<file path="src/rtl/ahb_apb_pkg.sv">
// ahb_apb_pkg: FSM states, AHB response and size codes, and the data-width legality
// check shared by the APB master controller files.
package ahb_apb_pkg;
   typedef enum logic [2:0] {S_IDLE, S_WDATA, S_SETUP, S_ACCESS, S_ERR1, S_ERR2} state_e;
   localparam logic HRESP_OKAY = 1'b0;
   localparam logic HRESP_ERROR = 1'b1;
   localparam logic [2:0] HSIZE_BYTE = 3'd0;
   localparam logic [2:0] HSIZE_HALF = 3'd1;
   localparam logic [2:0] HSIZE_WORD = 3'd2;
   localparam logic [2:0] HSIZE_DWORD = 3'd3;
   function automatic bit data_w_ok(int w);
      return w == 32 || w == 64;
   endfunction
endpackage

</file>
<file path="src/rtl/apb_master_ctrl_if.sv">
// apb_master_ctrl_if: AHB-side transfer signals and APB bus signals of the APB master
// controller; master is the controller's view, slave is the environment's view.
interface apb_master_ctrl_if #(
   parameter int ADDR_W = 32,
   parameter int DATA_W = 32,
   parameter int NUM_SLV = 3
);
   logic valid;
   logic hreadyin;
   logic hwrite;
   logic [ADDR_W-1:0] haddr;
   logic [2:0] hsize;
   logic [DATA_W-1:0] hwdata;
   logic [NUM_SLV-1:0] sel_in;
   logic hreadyout;
   logic hresp;
   logic [DATA_W-1:0] hrdata;
   logic [ADDR_W-1:0] paddr;
   logic [DATA_W-1:0] pwdata;
   logic pwrite;
   logic [DATA_W/8-1:0] pstrb;
   logic [NUM_SLV-1:0] psel;
   logic penable;
   logic pready;
   logic [DATA_W-1:0] prdata;
   logic pslverr;
   modport master (
      input valid, hreadyin, hwrite, haddr, hsize, hwdata, sel_in, pready, prdata, pslverr,
      output hreadyout, hresp, hrdata, paddr, pwdata, pwrite, pstrb, psel, penable
   );
   modport slave (
      output valid, hreadyin, hwrite, haddr, hsize, hwdata, sel_in, pready, prdata, pslverr,
      input hreadyout, hresp, hrdata, paddr, pwdata, pwrite, pstrb, psel, penable
   );
endinterface

</file>
<file path="src/rtl/apb_strb_gen.sv">
// apb_strb_gen: APB4 write strobes covering 2^hsize bytes at the size-aligned low address;
// reads produce no strobes.
module apb_strb_gen #(
   parameter int DATA_W = 32
) (
   input  logic [2:0] hsize_i,
   input  logic [$clog2(DATA_W/8)-1:0] addr_i,
   input  logic hwrite_i,
   output logic [DATA_W/8-1:0] strb_o
);
   localparam int NB = DATA_W / 8;
   localparam int LW = $clog2(NB);
   int bytes;
   logic [LW-1:0] base;
   assign bytes = 1 << hsize_i;
   assign base = addr_i & ~LW'(bytes - 1);
   always_comb begin
      strb_o = '0;
      for (int i = 0; i < NB; i++)
         strb_o[i] = hwrite_i && i >= int'(base) && i < int'(base) + bytes;
   end
endmodule

</file>
<file path="src/rtl/apb_master_ctrl.sv">
// apb_master_ctrl: runs decoded AHB transfers as APB3/APB4 transfers with wait states,
// strobes and error mapping; APB_TIMEOUT_EN adds an ACCESS-phase timeout.
module apb_master_ctrl
   import ahb_apb_pkg::*;
#(
   parameter int ADDR_W = 32,
   parameter int DATA_W = 32,
   parameter int NUM_SLV = 3,
   parameter int TIMEOUT = 16
) (
   input  logic hclk,
   input  logic hreset,
   apb_master_ctrl_if.master bus
);
   localparam int NB = DATA_W / 8;
   localparam int LW = $clog2(NB);
   localparam bit DW_OK = data_w_ok(DATA_W);
   localparam logic [2:0] MAX_SIZE = (DATA_W == 64) ? HSIZE_DWORD : HSIZE_WORD;
   state_e state_q, state_d;
   logic [NUM_SLV-1:0] sel_q, sel_d, psel_q;
   logic [ADDR_W-1:0] paddr_q;
   logic [DATA_W-1:0] pwdata_q, hrdata_q;
   logic [NB-1:0] pstrb_q, strb;
   logic pwrite_q, penable_q, hreadyout_q, hresp_q;
   logic accept, dec_err, load, busy_d, rd_ok, tmo_hit;
   apb_strb_gen #(.DATA_W(DATA_W)) u_strb (
      .hsize_i(bus.hsize),
      .addr_i(bus.haddr[LW-1:0]),
      .hwrite_i(bus.hwrite),
      .strb_o(strb)
   );
   assign accept = (state_q == S_IDLE || state_q == S_ERR2) && bus.valid && bus.hreadyin;
   assign dec_err = !$onehot(bus.sel_in) || bus.hsize > MAX_SIZE || !DW_OK;
   assign load = accept && !dec_err;
   assign sel_d = load ? bus.sel_in : sel_q;
   assign busy_d = state_d == S_SETUP || state_d == S_ACCESS;
   assign rd_ok = state_q == S_ACCESS && bus.pready && !bus.pslverr && !pwrite_q;
`ifdef APB_TIMEOUT_EN
   localparam int TW = $clog2(TIMEOUT);
   logic [TW-1:0] tmo_q;
   // Counts stalled ACCESS cycles; zero on the first ACCESS cycle of every transfer.
   always_ff @(posedge hclk or posedge hreset) begin
      if (hreset) tmo_q <= '0;
      else tmo_q <= (state_q != S_ACCESS) ? '0 : tmo_q + TW'(!bus.pready);
   end
   assign tmo_hit = tmo_q == TW'(TIMEOUT - 1);
`else
   assign tmo_hit = 1'b0 && (TIMEOUT > 1);
`endif
   always_ff @(posedge hclk or posedge hreset) begin
      if (hreset) state_q <= S_IDLE;
      else state_q <= state_d;
   end
   always_comb begin
      state_d = state_q;
      unique case (state_q)
         S_IDLE, S_ERR2: state_d = !accept ? S_IDLE : dec_err ? S_ERR1 : bus.hwrite ? S_WDATA : S_SETUP;
         S_WDATA: state_d = S_SETUP;
         S_SETUP: state_d = S_ACCESS;
         S_ACCESS: state_d = bus.pready ? (bus.pslverr ? S_ERR1 : S_IDLE) : (tmo_hit ? S_ERR1 : S_ACCESS);
         S_ERR1: state_d = S_ERR2;
         default: state_d = S_IDLE;
      endcase
   end
   // Outputs are decoded from the next state so each holds for the whole state.
   always_ff @(posedge hclk or posedge hreset) begin
      if (hreset) begin
         sel_q <= '0;
         paddr_q <= '0;
         pwdata_q <= '0;
         pwrite_q <= 1'b0;
         pstrb_q <= '0;
         psel_q <= '0;
         penable_q <= 1'b0;
         hreadyout_q <= 1'b1;
         hresp_q <= HRESP_OKAY;
         hrdata_q <= '0;
      end else begin
         sel_q <= sel_d;
         psel_q <= busy_d ? sel_d : '0;
         penable_q <= state_d == S_ACCESS;
         hreadyout_q <= state_d == S_IDLE || state_d == S_ERR2;
         hresp_q <= (state_d == S_ERR1 || state_d == S_ERR2) ? HRESP_ERROR : HRESP_OKAY;
         if (load) begin
            paddr_q <= bus.haddr;
            pwrite_q <= bus.hwrite;
            pstrb_q <= strb;
         end
         if (state_q == S_WDATA) pwdata_q <= bus.hwdata;
         if (rd_ok) hrdata_q <= bus.prdata;
      end
   end
   assign bus.paddr = paddr_q;
   assign bus.pwdata = pwdata_q;
   assign bus.pwrite = pwrite_q;
   assign bus.pstrb = pstrb_q;
   assign bus.psel = psel_q;
   assign bus.penable = penable_q;
   assign bus.hreadyout = hreadyout_q;
   assign bus.hresp = hresp_q;
   assign bus.hrdata = hrdata_q;
endmodule

</file>
<file path="src/flat_wrapper.sv">
// flat-port wrapper written by rule: the top's interface ports become plain ports
module apb_master_ctrl_flat import ahb_apb_pkg::*;
#(
   parameter int ADDR_W = 32,
   parameter int DATA_W = 32,
   parameter int NUM_SLV = 3,
   parameter int TIMEOUT = 16
)
  (hclk, hreset, bus_valid, bus_hreadyin, bus_hwrite, bus_haddr, bus_hsize, bus_hwdata, bus_sel_in, bus_pready, bus_prdata, bus_pslverr, bus_hreadyout, bus_hresp, bus_hrdata, bus_paddr, bus_pwdata, bus_pwrite, bus_pstrb, bus_psel, bus_penable);
  apb_master_ctrl_if #(.ADDR_W(ADDR_W), .DATA_W(DATA_W), .NUM_SLV(NUM_SLV)) bus_i ();
  input  logic hclk;
  input  logic hreset;
  input wire logic [$bits(bus_i.valid)-1:0] bus_valid;
  input wire logic [$bits(bus_i.hreadyin)-1:0] bus_hreadyin;
  input wire logic [$bits(bus_i.hwrite)-1:0] bus_hwrite;
  input wire logic [$bits(bus_i.haddr)-1:0] bus_haddr;
  input wire logic [$bits(bus_i.hsize)-1:0] bus_hsize;
  input wire logic [$bits(bus_i.hwdata)-1:0] bus_hwdata;
  input wire logic [$bits(bus_i.sel_in)-1:0] bus_sel_in;
  input wire logic [$bits(bus_i.pready)-1:0] bus_pready;
  input wire logic [$bits(bus_i.prdata)-1:0] bus_prdata;
  input wire logic [$bits(bus_i.pslverr)-1:0] bus_pslverr;
  output wire logic [$bits(bus_i.hreadyout)-1:0] bus_hreadyout;
  output wire logic [$bits(bus_i.hresp)-1:0] bus_hresp;
  output wire logic [$bits(bus_i.hrdata)-1:0] bus_hrdata;
  output wire logic [$bits(bus_i.paddr)-1:0] bus_paddr;
  output wire logic [$bits(bus_i.pwdata)-1:0] bus_pwdata;
  output wire logic [$bits(bus_i.pwrite)-1:0] bus_pwrite;
  output wire logic [$bits(bus_i.pstrb)-1:0] bus_pstrb;
  output wire logic [$bits(bus_i.psel)-1:0] bus_psel;
  output wire logic [$bits(bus_i.penable)-1:0] bus_penable;
  assign bus_i.valid = bus_valid;
  assign bus_i.hreadyin = bus_hreadyin;
  assign bus_i.hwrite = bus_hwrite;
  assign bus_i.haddr = bus_haddr;
  assign bus_i.hsize = bus_hsize;
  assign bus_i.hwdata = bus_hwdata;
  assign bus_i.sel_in = bus_sel_in;
  assign bus_i.pready = bus_pready;
  assign bus_i.prdata = bus_prdata;
  assign bus_i.pslverr = bus_pslverr;
  assign bus_hreadyout = bus_i.hreadyout;
  assign bus_hresp = bus_i.hresp;
  assign bus_hrdata = bus_i.hrdata;
  assign bus_paddr = bus_i.paddr;
  assign bus_pwdata = bus_i.pwdata;
  assign bus_pwrite = bus_i.pwrite;
  assign bus_pstrb = bus_i.pstrb;
  assign bus_psel = bus_i.psel;
  assign bus_penable = bus_i.penable;
  apb_master_ctrl #(.ADDR_W(ADDR_W), .DATA_W(DATA_W), .NUM_SLV(NUM_SLV), .TIMEOUT(TIMEOUT)) u_core (.hclk(hclk), .hreset(hreset), .bus(bus_i));
endmodule
</file>
<file path="config.mk">
export PLATFORM = sky130hd
export DESIGN_NAME = apb_master_ctrl_flat
export DESIGN_NICKNAME = d
export VERILOG_FILES = /design/src/rtl/ahb_apb_pkg.sv /design/src/rtl/apb_master_ctrl_if.sv /design/src/rtl/apb_strb_gen.sv /design/src/rtl/apb_master_ctrl.sv /design/src/flat_wrapper.sv
export SDC_FILE = /design/constraint.sdc
export NUM_CORES = 1
export LEC_CHECK = 0
export ABC_AREA = 1
export CORE_ASPECT_RATIO = 1.4
export CORE_MARGIN = 3
export CORE_UTILIZATION = 44
export DETAILED_ROUTE_END_ITERATION = 6
export MAX_ROUTING_LAYER = met4
export PLACE_DENSITY = 0.92
export SLEW_MARGIN = 20
export SYNTH_ARGS = -nofsm -noshare
export SYNTH_HDL_FRONTEND = slang
export SYNTH_HIERARCHICAL = 1
export SYNTH_SLANG_ARGS = --single-unit
export TNS_END_PERCENT = 10
</file>
<file path="constraint.sdc">
create_clock -name hclk -period 10.6 [get_ports hclk]
set_input_delay 2.65 -clock hclk [delete_from_list [all_inputs] [get_ports hclk]]
set_output_delay 2.65 -clock hclk [all_outputs]
set_load 0.005 [all_outputs]
</file>
## Yosys cells after proc, flatten, opt, wreduce, memory -nomap -nowiden

Index checks and enable logic that the tools add are counted.

- Bits in registers: 113
- Output and inout port bits: 107
- Input port bits: 109

- Multiplexer cells: 9
- $lt $le $gt $ge: 8
- Bitwise operators: 2
- Eq/ne operators: 10
- Shift-type cells: 1
- $add $sub $neg: 4
- Reductions and logical operators: 25

Operators with widths:

| operator | number |
|---|---|
| 3-bit by 32-bit less-than comparator with 1-bit output (first input constant) | 2 |
| 3-bit by 32-bit adder with 32-bit output | 1 |
| 1-bit by 32-bit less-than comparator with 1-bit output (first input constant) | 1 |
| 2-bit by 32-bit less-than comparator with 1-bit output (first input constant) | 1 |
| 1-bit by 3-bit << shifter with 32-bit output (first input constant) | 1 |
| 3-bit two-way mux | 6 |
| 3-bit case mux with 5 select lines | 1 |
| 1-bit logical AND | 13 |
| 3-bit by 2-bit equality test with 1-bit output (second input constant) | 4 |
| 3-bit equality test (second input constant) | 4 |
| 3-bit logical NOT | 2 |
| 1-bit logical OR | 5 |
| 1-bit by 2-bit >= comparator with 1-bit output (first input constant) | 2 |
| 1-bit logical NOT | 4 |
| 3-bit by 1-bit equality test with 1-bit output (second input constant) | 1 |
| 3-bit by 2-bit greater-than comparator with 1-bit output (second input constant) | 1 |
| 1-bit by 1-bit adder with 2-bit output | 1 |
| 2-bit by 1-bit adder with 2-bit output | 1 |
| 2-bit bitwise AND | 1 |
| 2-bit by 1-bit equality test with 1-bit output (second input constant) | 1 |
| 2-bit >= comparator (first input constant) | 1 |
| 2-bit two-way mux | 1 |
| 2-bit inverter | 1 |
| 2-bit OR reduction | 1 |
| 2 further kinds | 2 |

## Longest topological paths before layout

Gate-level depths: netlist of the first run.

- Word-level depth: 11
- Gate-level depth with buffers: 12

## By module

Netlist of the first run, hierarchy kept.

Modules (own cells, without submodules):

| module | cells each | area an instance (um^2) | sequential area each (um^2) | times used |
|---|---|---|---|---|
| apb_master_ctrl | 428 | 4375.4 | 2829.0 | 1 |
| apb_strb_gen | 35 | 181.4 | 0.0 | 1 |

## Least setup slack after synthesis of the first run

Ideal clock, no wire load.

- Path kind: input to register
- Start: input port bus_sel_in[0]
- End: register u_core.paddr_q[0] (netlist: u_core/bus.paddr[0])
- Path buffers: 2
- Setup time: 0.116 ns
- Setup slack: 6.464 ns
- Arrival: 4.020 ns
- Stages: 10
- Cell sequence: fa_1 > inv_1 > nor2_1 > nand3_1 > nor2_4 > inv_2 > buf_6 > buf_6 > nand2_1 > nand2_1

- Longest elaborated chain between the ends: 7

Ends and longest elaborated chain:

| item | line | RTL |
|---|---|---|
| from (decl) | flat_wrapper.sv:19 | `input wire logic [$bits(bus_i.sel_in)-1:0] bus_sel_in;` |
| 1-bit by 1-bit adder with 2-bit output (not written as such) | apb_master_ctrl.sv:33 | `assign dec_err = !$onehot(bus.sel_in) \|\| bus.hsize > MAX_SIZE \|\| !DW_OK;` |
| 2-bit by 1-bit adder with 2-bit output (not written as such) | apb_master_ctrl.sv:33 |  |
| 2-bit by 1-bit equality test with 1-bit output | apb_master_ctrl.sv:33 |  |
| 1-bit logical NOT | apb_master_ctrl.sv:33 |  |
| 1-bit logical OR | apb_master_ctrl.sv:33 |  |
| 1-bit logical NOT | apb_master_ctrl.sv:34 | `assign load = accept && !dec_err;` |
| 1-bit logical AND | apb_master_ctrl.sv:34 |  |
| to (signal assigned) | apb_master_ctrl.sv:85 | `paddr_q <= bus.haddr;` |
| to (decl) | apb_master_ctrl.sv:21 | `logic [ADDR_W-1:0] paddr_q;` |

Every way passes these cells.
A chain may end at the register's enable or synchronous reset.

## Worst setup path in the final report of the first run

- Start: input port bus_sel_in[0]
- End: register u_core.psel_q[2] (netlist: u_core/bus.psel[2])

- Longest elaborated chain between the ends: 11
- Elaborated cells on any way between the ends: 15
- Those cells by class: add/sub (2); eq/ne (3); mux (5); reduce/logical (5)

Ends and longest elaborated chain:

| item | line | RTL |
|---|---|---|
| 1-bit by 1-bit adder with 2-bit output (not written as such) * | apb_master_ctrl.sv:33 |  |
| 2-bit by 1-bit adder with 2-bit output (not written as such) * | apb_master_ctrl.sv:33 |  |
| 2-bit by 1-bit equality test with 1-bit output * | apb_master_ctrl.sv:33 |  |
| 1-bit logical NOT * | apb_master_ctrl.sv:33 |  |
| 1-bit logical OR * | apb_master_ctrl.sv:33 |  |
| 3-bit two-way mux (2 in a row) | apb_master_ctrl.sv:57 | `S_IDLE, S_ERR2: state_d = !accept ? S_IDLE : dec_err ? S_ERR1 : bus.hwrite ? S_WDATA : S_SETUP;` |
| 3-bit case mux with 5 select lines | apb_master_ctrl.sv:56 | `unique case (state_q)` |
| 3-bit by 2-bit equality test with 1-bit output | apb_master_ctrl.sv:36 | `assign busy_d = state_d == S_SETUP \|\| state_d == S_ACCESS;` |
| 1-bit logical OR | apb_master_ctrl.sv:36 |  |
| 3-bit two-way mux * | apb_master_ctrl.sv:80 | `psel_q <= busy_d ? sel_d : '0;` |
| to (signal assigned) | apb_master_ctrl.sv:80 |  |
| to (decl) | apb_master_ctrl.sv:20 | `logic [NUM_SLV-1:0] sel_q, sel_d, psel_q;` |

Mark *: on every way between the ends. The rest lies on a longest branch, timed or not.

==> flow_summary.ini, run 1 <==
[critical_path]
crit_required_ns = 10.85
path_class = in -> reg
r2r_end = u_core/bus.psel[2]$_DFF_PP0_
worstRegToRegCells = 8
cp-start-kind = input port
cp_data_arrival_time_ns = 5.60
path_max_fanout = 41
reg2reg_from = u_core/state_q[0]$_DFF_PP0_
crit_path_end_kind = register
rrSetupSlack_ns = 8.09

[die]
fp-row-count = 43
initial_core_util = 0.4554
die_y_um = 126.4
core_area_um2 = 10010
io_pins = 216
die_area_um2 = 11630
dieWidth_um = 92.01

[hold_path]
min_to = u_core/sel_q[0]$_DFF_PP0_
hold_depth = 2
min_path_type = reg -> reg
worstHoldStart = u_core/sel_q[0]$_DFF_PP0_

[synthesis]
synth.top_cells.by_area = dfrtp_1, nand2_1, mux2_2
synth_edf_count = 0
dominantRegCellSynth = dfrtp_1
netlist_area_um2 = 4557
avgSynthCellArea_um2 = 9.842
synth_warnings = 6
yosysTopAreaCell = dfrtp_1
yosysMostFrequentCell = nand2_1
netlist.area_leader.share = 0.6150
ys_async_sr_fraction = 1.000
ys_seq_area_frac = 0.6208
yosys-top-cells-count = nand2_1, dfrtp_1, inv_1
synth_cells = 463
syn_nets = 574
synth_cell_types = 24
synth_seq_cells = 113

[drt]
first_iter_violations = 250
dr_wl_met3_um = 953
met1Wirelength_um = 4666
drt_pass1_iterations = 5
wl_um = 12970
top_layer_used = met4
vias = 3941
avgRoutedWirePerCell_um = 15.66
viasPerCell = 4.760
met2_length_um = 7052
ant_nets = 0
drc = 0

[timing]
fmax_ghz = 0.1869
hold_violations = 0
min_period_ns = 5.349
period_share = 0.5046
setup_viol = 0
relSlewSlack = 0.3287
max_slew.worst_pin.slew_ns = 1.006
slew_viol_final = 0
grt_setup_unrepaired = no
finClkSkew_ns = 0.01074
tns_ns = 0

[clock_tree]
postCtsResizedCells = 0
cts_setup_buffers = 0
cts_hold_buffers = 0
cts_tree = built
insertion_delay_ns = 0.40
cts_root_buf = clkbuf_16
clock-sinks = 113
clk_path_buf_depth = 2
h-tree-depth = 4
path_clk_slew_ns = 0.05
cts_buffers = 17

[power_and_ir_drop]
power.leakage_nw = 3.540
ir_worst_vdd_mv = 0.1518
power_density_nw_per_um2 = 274.8

[global_route]
grt_pass1_wl_um = 21100
track_usage = 0.2387
gr-total-overflow = 0
grt_max_degree = 69
antenna_found_initial = 0
grt_pass1_vias = 4266

[placed_design]
placed_area_um2 = 6803
place_congestion = 0.8653
dpl.hpwl_um = 9532
port_buffers = 215

[cells_and_area]
area_growth_pct = 61.12
diodes = 0
layout-drive-gt1-share = 0.1053
fin_nets = 793
stdcell_area_um2 = 7342

[outcome]
outcome = completed

[run]
cap_violations = 0
==> stage by stage <==
stage	std cells	util	total power [mW]	setup WS, ns	hold slack [ns]
global placement	798	0.6798	1.465	4.948	0.4534
global route	828	0.7337	2.138	4.952	0.4881
finish	828	0.7337	2.018	5.251	0.4690
detailed placement	798	0.6798	1.512	4.857	0.4559
CTS	828	0.7337	2.037	5.245	0.4664
floorplan	463	-	0.9991	4.964	0.4369
==> logic make-up after synthesis <==
group	Yosys count	synth area share
flops	113	0.6208
compound gates	41	0.04640
mux	32	0.07908
fa+ha+maj	2	0.007139
simple gates	202	0.1801
buf+inv	73	0.06645
==> routing by layer <==
layer / up-vias / global-route usage
met2: 175 / 0.4251
met4: 0 / 0.07962
met3: 28 / 0.07177
met5: - / -
li1: 1872 / -
met1: 1866 / 0.2507
==> report_power, final <==
group	internal, mW	switching, mW
clock	0.336	0.178
sequential	0.634	0.109
combinational	0.478	0.282
==> cells in the final DEF (no fill, tap or decap), types with 2 or more instances in the layout <==
master and instances:
nand3_2 2, nor2_1 12, clkbuf_1 4, inv_1 53, clkbuf_8 3, buf_4 2
o21ai_0 32, nor2_4 2, inv_2 2, nand3_1 12, nand2_1 166, clkinv_2 4
clkbuf_16 17, a21oi_1 6, dfrtp_1 112, nand2_2 3, nand4_1 4, clkdlybuf4s50_1 215
mux2_2 32
==> how the worst max path moves through the flow <==
stage                        startpoint                                to  slack [ns]
after floorplan                  hreset  u_core/bus.hrdata[0]$_DFFE_PP0P_        4.96
after global placement    bus_sel_in[0]      u_core/bus.psel[2]$_DFF_PP0_        4.95
after detailed placement  bus_sel_in[0]      u_core/bus.psel[2]$_DFF_PP0_        4.86
after CTS                 bus_sel_in[0]      u_core/bus.psel[2]$_DFF_PP0_        5.25
after global routing      bus_sel_in[0]      u_core/bus.psel[1]$_DFF_PP0_        4.95
final                     bus_sel_in[0]      u_core/bus.psel[2]$_DFF_PP0_        5.25
==> registers in the layout, summed over array words and instances, names as in the netlist <==
signal / flops
u_core/bus.hreadyout: 1
u_core/sel_q: 3
u_core/bus.paddr: 32
u_core/bus.hresp: 1
u_core/bus.pwrite: 1
u_core/state_q: 3
u_core/bus.psel: 3
u_core/bus.pwdata: 32
u_core/bus.penable: 1
u_core/bus.pstrb: 4
u_core/bus.hrdata: 32
==> cell type report <==
cell class | count | area (um^2)
sequential | 113 | 2829
inverter | 56 | 212.7
timing repair buffer | 217 | 2167
fill | 689 | 2665
clock inverter | 6 | 57.56
tap | 135 | 168.9
clock buffer | 24 | 481.7
multi-input combinational | 277 | 1425
==> worst max-delay path, stage by stage <==
cell and delay, ns:
clkdlybuf4s50_1 0.45, fa_1 0.55, inv_1 0.04, nor2_1 0.15
nand3_1 0.17, nor2_4 0.76, inv_2 0.52, nand2_1 0.20
a21oi_1 0.08
(Power assumes the default switching activity.)
==> run 2: changes to the inputs <==
CORE_UTILIZATION = 37   (was 44)
PLACE_DENSITY = 0.84   (was 0.92)
clock period = 4.5 ns   (was 10.6 ns; I/O delays follow)
==> flow_summary.ini, run 2 (same netlist as run 1, synthesis figures left out) <==
[critical_path]
r2r_end = u_core/bus.hrdata[25]$_DFFE_PP0P_
path_max_fanout = 40
crit_required_ns = 4.82
cp_top_family = buffers and inverters
worstRegToRegCells = 5
path_cells = clkdlybuf4s50_1, fa_1, inv_1, nor2_1, nand3_1, nor2_4, buf_4, nand2_1, a21oi_1
cpPeakStageDelay_ns = 0.57
crit_end = u_core/bus.psel[1]$_DFF_PP0_
path_class = in -> reg
crit_buf_inv = 3
crit_path_end_kind = register
cp_data_arrival_time_ns = 3.40
crit_cells = 9
reg2reg_from = u_core/state_q[2]$_DFF_PP0_
crit_path_top_delay_cell = fa_1
rrSetupSlack_ns = 2.63
startpoint = bus_sel_in[0]
cp-start-kind = input port

[drt]
viasPerCell = 4.663
avgRoutedWirePerCell_um = 14.74
first_iter_violations = 116
drt_pass1_iterations = 4
wl_um = 12430
ant_nets = 0
vias = 3931
drc = 0

[cells_and_area]
final_cell_count_no_fill = 843
layout-drive-gt1-share = 0.1121
fin_nets = 794
layout_commonest_cell = clkdlybuf4s50_1
mostFrequentLayoutCells = clkdlybuf4s50_1, nand2_1, dfrtp_1
area_growth_pct = 64.85
diodes = 0
stdcell_area_um2 = 7512
utilization = 0.6293

[global_route]
antenna_found_initial = 0
grt_pass1_vias = 3988
gr-total-overflow = 0
track_usage = 0.1887
grt_max_degree = 65
grt_pass1_wl_um = 19660

[clock_tree]
postCtsResizedCells = 0
cts_buffers = 17
insertion_delay_ns = 0.40
cts_tree = built
cts_hold_buffers = 0
cts_setup_buffers = 0
path_clk_slew_ns = 0.05
cts_root_buf = clkbuf_16
h-tree-depth = 4
clock-sinks = 113
clk_path_buf_depth = 2

[placed_design]
place_congestion = 0.8189
dpl.hpwl_um = 9073
placed_area_um2 = 6838
place_ws_ns = 0.9925
port_buffers = 215
dp_cells = 811

[timing]
hold_violations = 0
fmax_ghz = 0.3251
holdWs_ns = 0.4643
max_slew.worst_pin.slew_ns = 0.7106
tns_ns = 0
finClkSkew_ns = 0.005379
period_share = 0.6836
grt_setup_unrepaired = no
setup_ws_ns = 1.424
setup_viol = 0
slew_viol_final = 0
relSlewSlack = 0.5262
min_period_ns = 3.076

[power_and_ir_drop]
total_power_mw = 5.020
power.leakage_nw = 3.598
power_density_nw_per_um2 = 668.3
ir_worst_vdd_mv = 0.3120

[run]
cap_violations = 0

[die]
core_area_um2 = 11940
initial_core_util = 0.3817
fp-row-count = 47
io_pins = 216
die_y_um = 137.3
dieWidth_um = 99.79
die_area_um2 = 13700

[hold_path]
min_path_type = reg -> reg

[outcome]
outcome = completed
==> run 2: power breakdown <==
part | switching [mW] | total [mW] | internal (mW) | leakage [nW]
logic | 0.640 | 1.77 | 1.13 | 1.85
clock network | 0.474 | 1.51 | 1.04 | 0.314
registers | 0.245 | 1.74 | 1.49 | 1.44
total | 1.36 | 5.02 | 3.66 | 3.60
==> run 2: tightest hold or removal path: cells and delay by family (launching register included) <==
kind	cells	cell delay (ns)
DFF	1	0.32
and+or+nand+nor	2	0.11
==> run 2: worst min-delay path by stage <==
stage / startpoint / to / slack, ns / cells past startpoint
3_3_place_gp: u_core/sel_q[2]$_DFF_PP0_ / u_core/sel_q[2]$_DFF_PP0_ / 0.45 / 2
2_1_floorplan: u_core/sel_q[0]$_DFF_PP0_ / u_core/sel_q[0]$_DFF_PP0_ / 0.44 / 2
4_1_cts: u_core/sel_q[1]$_DFF_PP0_ / u_core/sel_q[1]$_DFF_PP0_ / 0.47 / 2
3_5_place_dp: u_core/sel_q[1]$_DFF_PP0_ / u_core/sel_q[1]$_DFF_PP0_ / 0.45 / 2
5_1_grt: u_core/sel_q[0]$_DFF_PP0_ / u_core/sel_q[0]$_DFF_PP0_ / 0.49 / 2
6_report: u_core/sel_q[1]$_DFF_PP0_ / u_core/sel_q[1]$_DFF_PP0_ / 0.46 / 2
==> run 2: layout make-up <==
cell class,count,area (um^2)
fill,931,4425
clock inverter,13,234.0
clock buffer,19,432.9
sequential,113,2829
tap,147,183.9
timing repair buffer,218,2187
inverter,56,212.7
multi-input combinational,277,1433
==> run 2: metal layers <==
layer,part of all wire,track usage
met1,0.37,0.2077
met2,0.53,0.3229
met3,0.077,0.05572
met4,0.020,0.06986
met5,0,-
